**config.mk**
```make
export PLATFORM = sky130hd
export DESIGN_NAME = seg7_scan_driver
export DESIGN_NICKNAME = d
export VERILOG_FILES = /design/src/rtl/seg7_pkg.sv /design/src/rtl/seg7_decoder.sv /design/src/rtl/seg7_scan_driver.sv
export SDC_FILE = /design/constraint.sdc
export NUM_CORES = 1
export LEC_CHECK = 0
export CAP_MARGIN = 15
export CORE_MARGIN = 1
export CORE_UTILIZATION = 40
export DETAILED_ROUTE_END_ITERATION = 8
export GPL_ROUTABILITY_DRIVEN = 0
export HOLD_SLACK_MARGIN = 0.12
export PLACE_DENSITY_LB_ADDON = 0.3
export SKIP_LAST_GASP = 1
export SLEW_MARGIN = 10
export SYNTH_ARGS = -nofsm -noshare
export SYNTH_HDL_FRONTEND = slang
export SYNTH_HIERARCHICAL = 1
export SYNTH_SLANG_ARGS = --single-unit
```
**constraint.sdc**
```tcl
create_clock -name clk -period 2.6 [get_ports clk]
set_input_delay 0.52 -clock clk [delete_from_list [all_inputs] [get_ports clk]]
set_output_delay 0.52 -clock clk [all_outputs]
set_load 0.03 [all_outputs]
```
**src/rtl/seg7_pkg.sv**
```systemverilog
// seg7_pkg: shared constants and hex-to-segment table for 7-segment display peripherals.
//   SEG_BLANK  all segments off (active low)
//   AN_OFF     all anodes off (active low)
//   hex_to_seg nibble -> active-low gfedcba segment code
package seg7_pkg;

    localparam logic [6:0] SEG_BLANK = 7'h7F;
    localparam logic [3:0] AN_OFF    = 4'hF;

    function automatic logic [6:0] hex_to_seg(input logic [3:0] h);
        case (h)
            4'h0:    return 7'b1000000;
            4'h1:    return 7'b1111001;
            4'h2:    return 7'b0100100;
            4'h3:    return 7'b0110000;
            4'h4:    return 7'b0011001;
            4'h5:    return 7'b0010010;
            4'h6:    return 7'b0000010;
            4'h7:    return 7'b1111000;
            4'h8:    return 7'b0000000;
            4'h9:    return 7'b0010000;
            4'hA:    return 7'b0001000;
            4'hB:    return 7'b0000011;
            4'hC:    return 7'b1000110;
            4'hD:    return 7'b0100001;
            4'hE:    return 7'b0000110;
            default: return 7'b0001110;
        endcase
    endfunction

endpackage

```
**src/rtl/seg7_decoder.sv**
```systemverilog
// seg7_decoder: combinational hex nibble to active-low 7-segment code.
//   nibble  in  4  hex digit
//   seg     out 7  segments, active low, bit0 = a .. bit6 = g
import seg7_pkg::*;

module seg7_decoder (
    input  logic [3:0] nibble,
    output logic [6:0] seg
);

    assign seg = hex_to_seg(nibble);

endmodule

```
**src/rtl/seg7_scan_driver.sv**
```systemverilog
// seg7_scan_driver: multiplexed 4-digit 7-segment scanner with blanking gaps and tear-free frame reload.
//   clk         in  1   core clock
//   rst_n       in  1   asynchronous active-low reset
//   value_i     in  16  hex value, digit 0 (rightmost) in bits [3:0]
//   dp_i        in  4   decimal point enable per digit, active high
//   en_i        in  4   digit enable, active high, sampled live
//   value_we_i  in  1   write strobe into the shadow registers
//   seg_o       out 7   segments, active low
//   an_o        out 4   anodes, active low
//   dp_o        out 1   decimal point, active low
//   frame_o     out 1   high on the cycle whose closing edge reloads the display registers
import seg7_pkg::*;

module seg7_scan_driver #(
    parameter int CLK_FREQ     = 10_000_000,
    parameter int REFRESH_HZ   = 1000,
    parameter int BLANK_CYCLES = 16
) (
    input  logic        clk,
    input  logic        rst_n,
    input  logic [15:0] value_i,
    input  logic [3:0]  dp_i,
    input  logic [3:0]  en_i,
    input  logic        value_we_i,
    output logic [6:0]  seg_o,
    output logic [3:0]  an_o,
    output logic        dp_o,
    output logic        frame_o
);

    localparam int DIGIT_CYCLES = CLK_FREQ / (4 * REFRESH_HZ);
    localparam int CW = (DIGIT_CYCLES > 1) ? $clog2(DIGIT_CYCLES) : 1;

    generate
        if (DIGIT_CYCLES < 2 || BLANK_CYCLES < 1 || BLANK_CYCLES >= DIGIT_CYCLES) begin : g_bad_params
            $fatal(1, "seg7_scan_driver: need DIGIT_CYCLES >= 2 and 1 <= BLANK_CYCLES < DIGIT_CYCLES");
        end
    endgenerate

    logic [CW-1:0] slot_cnt;
    logic [1:0]    digit_idx;
    logic [15:0]   shadow_val, disp_val;
    logic [3:0]    shadow_dp, disp_dp;
    logic [6:0]    dec_seg;
    logic          slot_wrap, lit;

    assign slot_wrap = slot_cnt == CW'(DIGIT_CYCLES - 1);
    assign frame_o   = slot_wrap && digit_idx == 2'd3;
    assign lit       = slot_cnt >= CW'(BLANK_CYCLES) && en_i[digit_idx];

    seg7_decoder u_dec (
        .nibble (disp_val[{digit_idx, 2'b00} +: 4]),
        .seg    (dec_seg)
    );

    always_ff @(posedge clk or negedge rst_n) begin
        if (!rst_n) begin
            slot_cnt  <= '0;
            digit_idx <= '0;
        end else begin
            slot_cnt <= slot_wrap ? '0 : slot_cnt + 1'b1;
            if (slot_wrap)
                digit_idx <= digit_idx + 1'b1;
        end
    end

    // A write landing on the boundary cycle goes straight to the display so no frame shows the stale value.
    always_ff @(posedge clk or negedge rst_n) begin
        if (!rst_n) begin
            shadow_val <= '0;
            shadow_dp  <= '0;
            disp_val   <= '0;
            disp_dp    <= '0;
        end else begin
            if (value_we_i) begin
                shadow_val <= value_i;
                shadow_dp  <= dp_i;
            end
            if (frame_o) begin
                disp_val <= value_we_i ? value_i : shadow_val;
                disp_dp  <= value_we_i ? dp_i : shadow_dp;
            end
        end
    end

    always_ff @(posedge clk or negedge rst_n) begin
        if (!rst_n) begin
            an_o  <= AN_OFF;
            seg_o <= SEG_BLANK;
            dp_o  <= 1'b1;
        end else begin
            an_o  <= lit ? ~(4'b1 << digit_idx) : AN_OFF;
            seg_o <= lit ? dec_seg : SEG_BLANK;
            dp_o  <= lit ? ~disp_dp[digit_idx] : 1'b1;
        end
    end

endmodule

```
==> run metrics, run 1 <==
CTS sink cnt=66; Die ar.=7960 um^2; fin crit period=2.47 ns; Clock Skew=0.00768 ns; count of yosys warnings during synthesis=6; Die Span Y=89.2 um; # H-tree levels=3; fraction of layout instances using a drive strength above 1=31.9%; Horiz. Die Dim=89.2 um; EDFF count, synth=0; hold buffer count at CTS=1; worst hold path depth=1; CP Data Required Time=2.08 ns; fin. max-slew vios=0; Worst-path clk slew=0.07 ns; Hold Slack=0.495 ns; mapped cell area=3040 um^2; Post-route DRC=0; Antenna Nets Post-Route=0; Wirelength per Cell=14.4 um; Tightest Pin Transition=0.635 ns; crit path cell chain=or4_4 > nor4_4 > buf_4; FFs w/ async S/R, synth=100%; Worst-Skew Late Latency=0.34 ns; fillcell total=664; FF-to-FF Start=digit_idx[0]; sequential area share after synthesis=54.8%; leading area contributor after synthesis=dfrtp_1; final hold vios=0; Worst Setup SP=slot_cnt[9]; HPWL after detailed placement=3860 um; Final Cycle Share=94.8%; DR pass1 iterations=4; pwr dens=548 nW/um^2; kind of critical path=reg2out; via count=1805; final WL=5320 um; Post-CTS Setup Bufs=0; initial antenna violation count=0; Placed Cells=352; Ports=40; GRT Overall Usage=16.4%; Syn Nets=258; data arrival time of the critical path=1.95 ns; Root Driver=clkbuf_8; slowest CP cell=or4_4; Yosys top cell area share=44.4%; most common cell in the netlist=dfrtp_1; Vias/cell=4.89; worst min path class=reg2reg; status=completed; final instance area=3740 um^2; Yosys cell types=33; Synth Flop Type=dfrtp_1; CP Launch Type=register; Final nets=305; Synth Area per Inst=14.0 um^2; Relative slew margins=57.4%; CTS tree=done; post-layout util=51.3%; f_max=0.406 GHz; setup TNS=0 ns; number of global-route vias before repair=1890; metal1 wirelength=2560 um; non-filler cells, final=369; RSZ-0062 raised after global routing=no; Rows=31; layout overhead on the synthesized area=23.0%; Post-Synthesis Cells=218; synth cell count leaders=dfrtp_1 (54), mux2_2 (41), ha_1 (13), dfstp_2 (12), inv_1 (9); hold wc startpoint=shadow_val[12]; FF+latch area=1670 um^2; Final setup viols=0; routed wl met3=187 um; number of cells on the worst reg-to-reg path=7; ranking of synthesized cells by area=dfrtp_1 (44%), mux2_2 (15%), dfstp_2 (10%); crit-path max FO=4; top sig layer=met4; multi-input logic area=1280 um^2; metal2 WL=2410 um; Core Footprint=7290 um^2; first-pass GRT wire length=9400 um; Initial DRC Count=74; Seq cells post-synth=66; post-CTS resize count=0; ant diodes=0; CTS buffer count=9; total gr overflow=0; Initial Util=41.7%; Pleak=1.59 nW; CP endpoint kind=primary output; max-cap viol count=0; largest net degree at the start of global routing=32; PortBufs=39; Crit path largest cell delay=0.58 ns; Max clock buf depth=2; placed inst area=3540 um^2; maximum vdd drop=0.293 mV
==> flip-flops by register name, indices dropped and copies added, names as in the netlist <==
signal,flops
shadow_val,16
slot_cnt,12
seg_o,7
dp_o,1
shadow_dp,4
disp_dp,4
digit_idx,2
an_o,4
disp_val,16
==> per-stage QoR <==
stage | power, mW | setup WS [ns]
detailed placement | 1.24 | 0.352
finish | 2.05 | 0.134
global placement | 1.24 | 0.424
CTS | 2.08 | 0.102
global route | 2.14 | 0.0566
floorplan | 1.15 | 0.355
==> per-layer routing <==
| metal | GRT usage, % | up-vias |
|---|---|---|
| met2 | 24.0 | 38 |
| met4 | 9.52 | 0 |
| li1 | - | 869 |
| met3 | 4.43 | 13 |
| met5 | 0 | - |
| met1 | 22.0 | 885 |
==> cells in the final DEF (no fill, tap or decap), drive strengths merged, types with 3 or more instances in the layout <==
cell           instances
buf                    8
mux4                   7
mux2                  42
ha                    13
nor3                   3
inv                    9
nand2b                 7
dfstp                 12
o21ai                  4
a21oi                  5
or4                    4
nand2                  8
nand4                  3
clkdlybuf4s50         37
nor2                   7
dfrtp                 54
mux2i                  4
clkbuf                13
xor2                   3
xnor2                  4
nand3                  5
==> worst max-delay path: cells and delay by family (launching register included) <==
kind,cells,cell delay [ns]
buf+inv,1,0.23
simple gates,2,0.95
flops,1,0.43
==> path summary, 6_finish.rpt <==
kind                                   to  slack [ns]
max in group asynchronous    digit_idx[1]        1.37
min reg2reg                shadow_val[12]        0.50
min in group asynchronous    disp_val[11]        0.62
min                        shadow_val[12]        0.50
max reg2reg                      seg_o[0]        0.35
max                               frame_o        0.13
==> layout make-up <==
type,count,area share [%]
clock inverters,3,1.07
well taps,99,3.31
clock buffers,13,3.98
inverters,9,0.902
repair buffers,46,12.0
multi-input cells,133,34.2
flip-flops and latches,66,44.5
==> report_power, final <==
group / switching, mW / internal [mW]
combinational: 0.0658 / 0.0793
sequential: 0.00789 / 1.07
clock: 0.366 / 0.467
==> logic make-up (layout without fill, tap and decap cells) <==
family	after synthesis	in the layout	share of synthesized area [%]
and+or+nand+nor	45	45	9.29
buffers and inverters	19	71	3.17
xor gates and xnor gates	7	7	2.01
muxes	53	53	22.3
DFF	66	66	54.8
AOI/OAI and AO/OA	15	15	3.12
adders and majority gates	13	13	5.35
(Power assumes the default switching activity.)
==> inputs of run 2 (changes only) <==
- ABC_CLOCK_PERIOD_IN_PS: default -> 2600
- CORE_MARGIN: 1 -> 3
- TNS_END_PERCENT: default -> 5
==> run metrics, run 2 (same netlist as run 1, synthesis figures left out) <==
multi-input logic area=1280 um^2; Pleak=1.58 nW; final WL=5210 um; Final nets=305; CP Data Required Time=2.08 ns; final hold vios=0; fraction of layout instances using a drive strength above 1=32.6%; FF+latch area=1670 um^2; crit-path max FO=4; Final setup viols=0; CTS tree=done; Max clock buf depth=2; Root Driver=clkbuf_8; top flop regs=disp_val x16, shadow_val x16, slot_cnt x12; fillcell total=628; setup TNS=0 ns; CP bufs+invs=1; layout overhead on the synthesized area=22.2%; Wirelength per Cell=14.1 um; status=completed; data arrival time of the critical path=1.95 ns; Clock Power Share=37.3%; total gr overflow=0; f_max=0.405 GHz; maximum vdd drop=0.307 mV; Die Span Y=93.2 um; sequential share of power=55.4%; commonest non-fill, non-tap cells in the layout=dfrtp_1 (54), mux2_2 (41), clkdlybuf4s50_1 (37), ha_1 (12), dfstp_2 (12); CTS buffer count=9; post-layout util=50.7%; non-filler cells, final=369; number of global-route vias before repair=1819; hold buffer count at CTS=0; Worst-Skew Late Latency=0.33 ns; HPWL after detailed placement=3750 um; Placed Cells=352; Clock Skew=0.00561 ns; max-cap viol count=0; switching pwr=0.428 mW; CP endpoint kind=primary output; Antenna Nets Post-Route=0; Tot Pwr=1.94 mW; Initial Util=41.5%; RSZ-0062 raised after global routing=no; pwr dens=522 nW/um^2; Die ar.=8690 um^2; DR pass1 iterations=4; fin crit period=2.47 ns; slowest CP cell=or4_4; worst min path class=in2async; Horiz. Die Dim=93.2 um; Pint=1.51 mW; # H-tree levels=3; kind of critical path=reg2out; PortBufs=39; Rows=31; initial antenna violation count=0; switching share of power=22.0%; Vias/cell=4.82; CP Launch Type=register; Tightest Pin Transition=0.640 ns; Post-route DRC=0; Ports=40; first-pass GRT wire length=9000 um; Core Footprint=7330 um^2; Worst-path clk slew=0.07 ns; Relative slew margins=57.3%; crit path cell chain=or4_4 > nor4_4 > buf_4; Comb pwr share=7.3%; ant diodes=0; GRT Overall Usage=13.8%; Crit path largest cell delay=0.59 ns; via count=1778; commonest non-fill, non-tap cell in the layout=dfrtp_1; largest net degree at the start of global routing=41; CTS sink cnt=66; CP delay by family, top=simple AND/OR/NAND/NOR gates; fin. max-slew vios=0; Initial DRC Count=81; Final Cycle Share=94.9%
-- run 2: cell count changes in the layout (fill, tap and decap cells not counted), sizes merged --
cell / before / now
bufinv: 1 / 0
clkinv: 2 / 3
dlygate4sd3: 1 / 0
buf: 8 / 9
-- run 2: worst paths after layout --
check                              start            end  slack [ns]  cells after the start
hold / removal                     rst_n    slot_cnt[7]        0.21                      1
setup reg to reg            digit_idx[1]       seg_o[0]        0.31                      7
max in group asynchronous          rst_n           dp_o        1.71                      2
min in group clk           shadow_val[2]  shadow_val[2]        0.49                      1
hold reg to reg            shadow_val[2]  shadow_val[2]        0.49                      1
setup / recovery            slot_cnt[10]        frame_o        0.13                      3
-- run 2: cell type report --
class,count,share of cell area [%]
sequential,66,44.8
clock buffer,13,4.00
clock inverter,3,0.404
tap,99,3.33
inverter,9,0.908
timing repair buffer,46,12.0
multi-input combinational,133,34.5
-- run 2: timing repair --
action | CTS | global route
gates resized for setup | 0 | 1
setup endpoints to repair | 0 | 1
buffers inserted | 0 | 1
-- run 2: power by group through the flow --
| stage | clock [mW] | combinational, mW | sequential, mW |
|---|---|---|---|
| 2_1_floorplan | 0 | 0.0485 | 1.10 |
| 3_5_place_dp | 0 | 0.146 | 1.09 |
| 4_1_cts | 0.750 | 0.147 | 1.08 |
| 3_3_place_gp | 0 | 0.145 | 1.09 |
| 5_1_grt | 0.803 | 0.157 | 1.08 |
| 6_report | 0.723 | 0.142 | 1.08 |
-- run 2: metal layers --
| metal | part of all wire [%] | global-route usage (%) | vias up |
|---|---|---|---|
| met2 | 48 | 21.6 | 42 |
| met3 | 4.6 | 6.03 | 4 |
| met1 | 46 | 17.0 | 866 |
| met4 | 1.2 | 4.76 | 0 |
| met5 | 0 | 0 | - |
| li1 | - | - | 866 |
-- run 2: through the flow --
stage | setup slack (ns) | hold WS (ns) | cell area, um^2
global route | 0.00549 | 0.225 | 3720
CTS | 0.0358 | 0.225 | 3710
detailed placement | 0.307 | 0.484 | 3540
global placement | 0.328 | 0.479 | 3540
finish | 0.134 | 0.207 | 3720
floorplan | 0.355 | 0.224 | 3040
==> inputs of run 3 (changes only) <==
- ABC_CLOCK_PERIOD_IN_PS: 2600 -> 2150
- clock period: 2.6 -> 2.15 ns (I/O delays scaled with it)
==> run metrics, run 3 (same netlist as run 1, synthesis figures left out) <==
Relative slew margins=72.7%; Vias/cell=4.85; Die Span Y=93.2 um; Antenna Nets Post-Route=0; largest net degree at the start of global routing=67; layout overhead on the synthesized area=27.7%; first-pass GRT wire length=9360 um; Initial DRC Count=56; maximum vdd drop=0.294 mV; Root Driver=clkbuf_8; multi-input logic area=1280 um^2; setup TNS=0 ns; PortBufs=39; HPWL after detailed placement=3800 um; max-cap viol count=0; Max clock buf depth=2; Pint=1.83 mW; fillcell total=621; commonest non-fill, non-tap cells in the layout=dfrtp_1 (52), mux2_2 (41), clkdlybuf4s50_1 (37), buf_4 (17); Die ar.=8690 um^2; via count=1868; Rows=31; f_max=0.468 GHz; CP Data Required Time=1.72 ns; kind of critical path=reg2out; number of global-route vias before repair=1939; switching share of power=23.0%; initial antenna violation count=0; GRT Overall Usage=14.2%; fraction of layout instances using a drive strength above 1=38.5%; Worst-path clk slew=0.07 ns; CTS tree=done; status=completed; placed inst area=3620 um^2; worst min path class=reg2reg; data arrival time of the critical path=1.71 ns; Pleak=1.67 nW; pwr dens=611 nW/um^2; sequential share of power=54.8%; final WL=5460 um; DR pass1 iterations=4; crit-path max FO=2; CP endpoint kind=primary output; Final nets=321; Final setup viols=0; worst hold path depth=1; Ports=40; Wirelength per Cell=14.2 um; fin crit period=2.14 ns; Worst-Skew Late Latency=0.34 ns; number of cells on the worst reg-to-reg path=8; Clock Power Share=37.8%; total gr overflow=0; FF+latch area=1670 um^2; final instance area=3890 um^2; Tot Pwr=2.37 mW; Comb pwr share=7.4%; switching pwr=0.547 mW; Core Footprint=7330 um^2; CTS sink cnt=66; R2R setup slack=0.06 ns; Clock Skew=0.00937 ns; fin. max-slew vios=0; RSZ-0062 raised after global routing=yes; Tightest Pin Transition=0.409 ns; commonest non-fill, non-tap cell in the layout=dfrtp_1; final hold vios=0; Final Cycle Share=99.4%; Initial Util=41.5%; CP Launch Type=register; Post-route DRC=0; top flop regs=disp_val x16, shadow_val x16, slot_cnt x12; Horiz. Die Dim=93.2 um; CTS buffer count=9; ant diodes=0; post-layout util=53.0%; # H-tree levels=3
==> run 3: changes by cell type in the layout (fill, tap and decap cells not counted), sizes merged <==
cell | previous run | this run
clkinvlp | 0 | 1
buf | 9 | 24
clkinv | 3 | 5
dlygate4sd3 | 0 | 1
clkbuf | 13 | 10
==> run 3: worst paths after layout <==
kind	endpoint	startpoint
max	frame_o	slot_cnt[9]
min	shadow_val[4]	shadow_val[4]
max reg2reg	seg_o[0]	digit_idx[0]
min reg2reg	shadow_val[4]	shadow_val[4]
max in group asynchronous	seg_o[1]	rst_n
min in group asynchronous	slot_cnt[10]	rst_n
==> run 3: final cells by class <==
class | instances | share of cell area (%)
Clock buffer | 10 | 3.54
Clock inverter | 6 | 0.837
Inverter | 9 | 0.869
Multi-Input combinational cell | 133 | 33.0
Sequential cell | 66 | 42.9
Tap cell | 99 | 3.19
Timing Repair Buffer | 62 | 15.6
==> run 3: power by group through the flow <==
stage	Sequential (mW)	Clock, mW	Combinational [mW]
2_1_floorplan	1.34	0	0.0586
3_3_place_gp	1.32	0	0.177
5_1_grt	1.30	0.998	0.193
6_report	1.30	0.898	0.176
4_1_cts	1.30	0.930	0.181
3_5_place_dp	1.32	0	0.178
==> run 3: layer usage <==
| metal | vias to the layer above | part of all wire, % | global-route usage, % |
|---|---|---|---|
| li1 | 899 | - | - |
| met1 | 905 | 49 | 18.9 |
| met2 | 50 | 43 | 20.6 |
| met3 | 14 | 4.6 | 3.62 |
| met4 | 0 | 3.5 | 9.04 |
| met5 | - | 0 | 0 |
==> run 3: repair_timing <==
| item | CTS | global route |
|---|---|---|
| endpoints found under the setup margin | 2 | 4 |
| pin swaps | 2 | 0 |
| gates resized for setup | 6 | 1 |
| hold buffers | 1 | 0 |
| hold endpoints to repair | 54 | 0 |
| cloned | 0 | 0 |
| setup buffers | 8 | 1 |
==> run 3: critical path: stages (launching register included) <==
cell	delay [ns]
dfrtp_1	0.39
or4_4	0.56
nor4_4	0.16
buf_6	0.14
buf_6	0.12
==> run 3: metrics by stage <==
step,hold WS (ns),setup slack (ns),instances
finish,0.493,0.0128,385
global route,0.507,-0.0786,385
CTS,0.498,0.00488,384
detailed placement,0.473,0.00916,359
global placement,0.475,0.0805,359
floorplan,0.134,0.00310,218
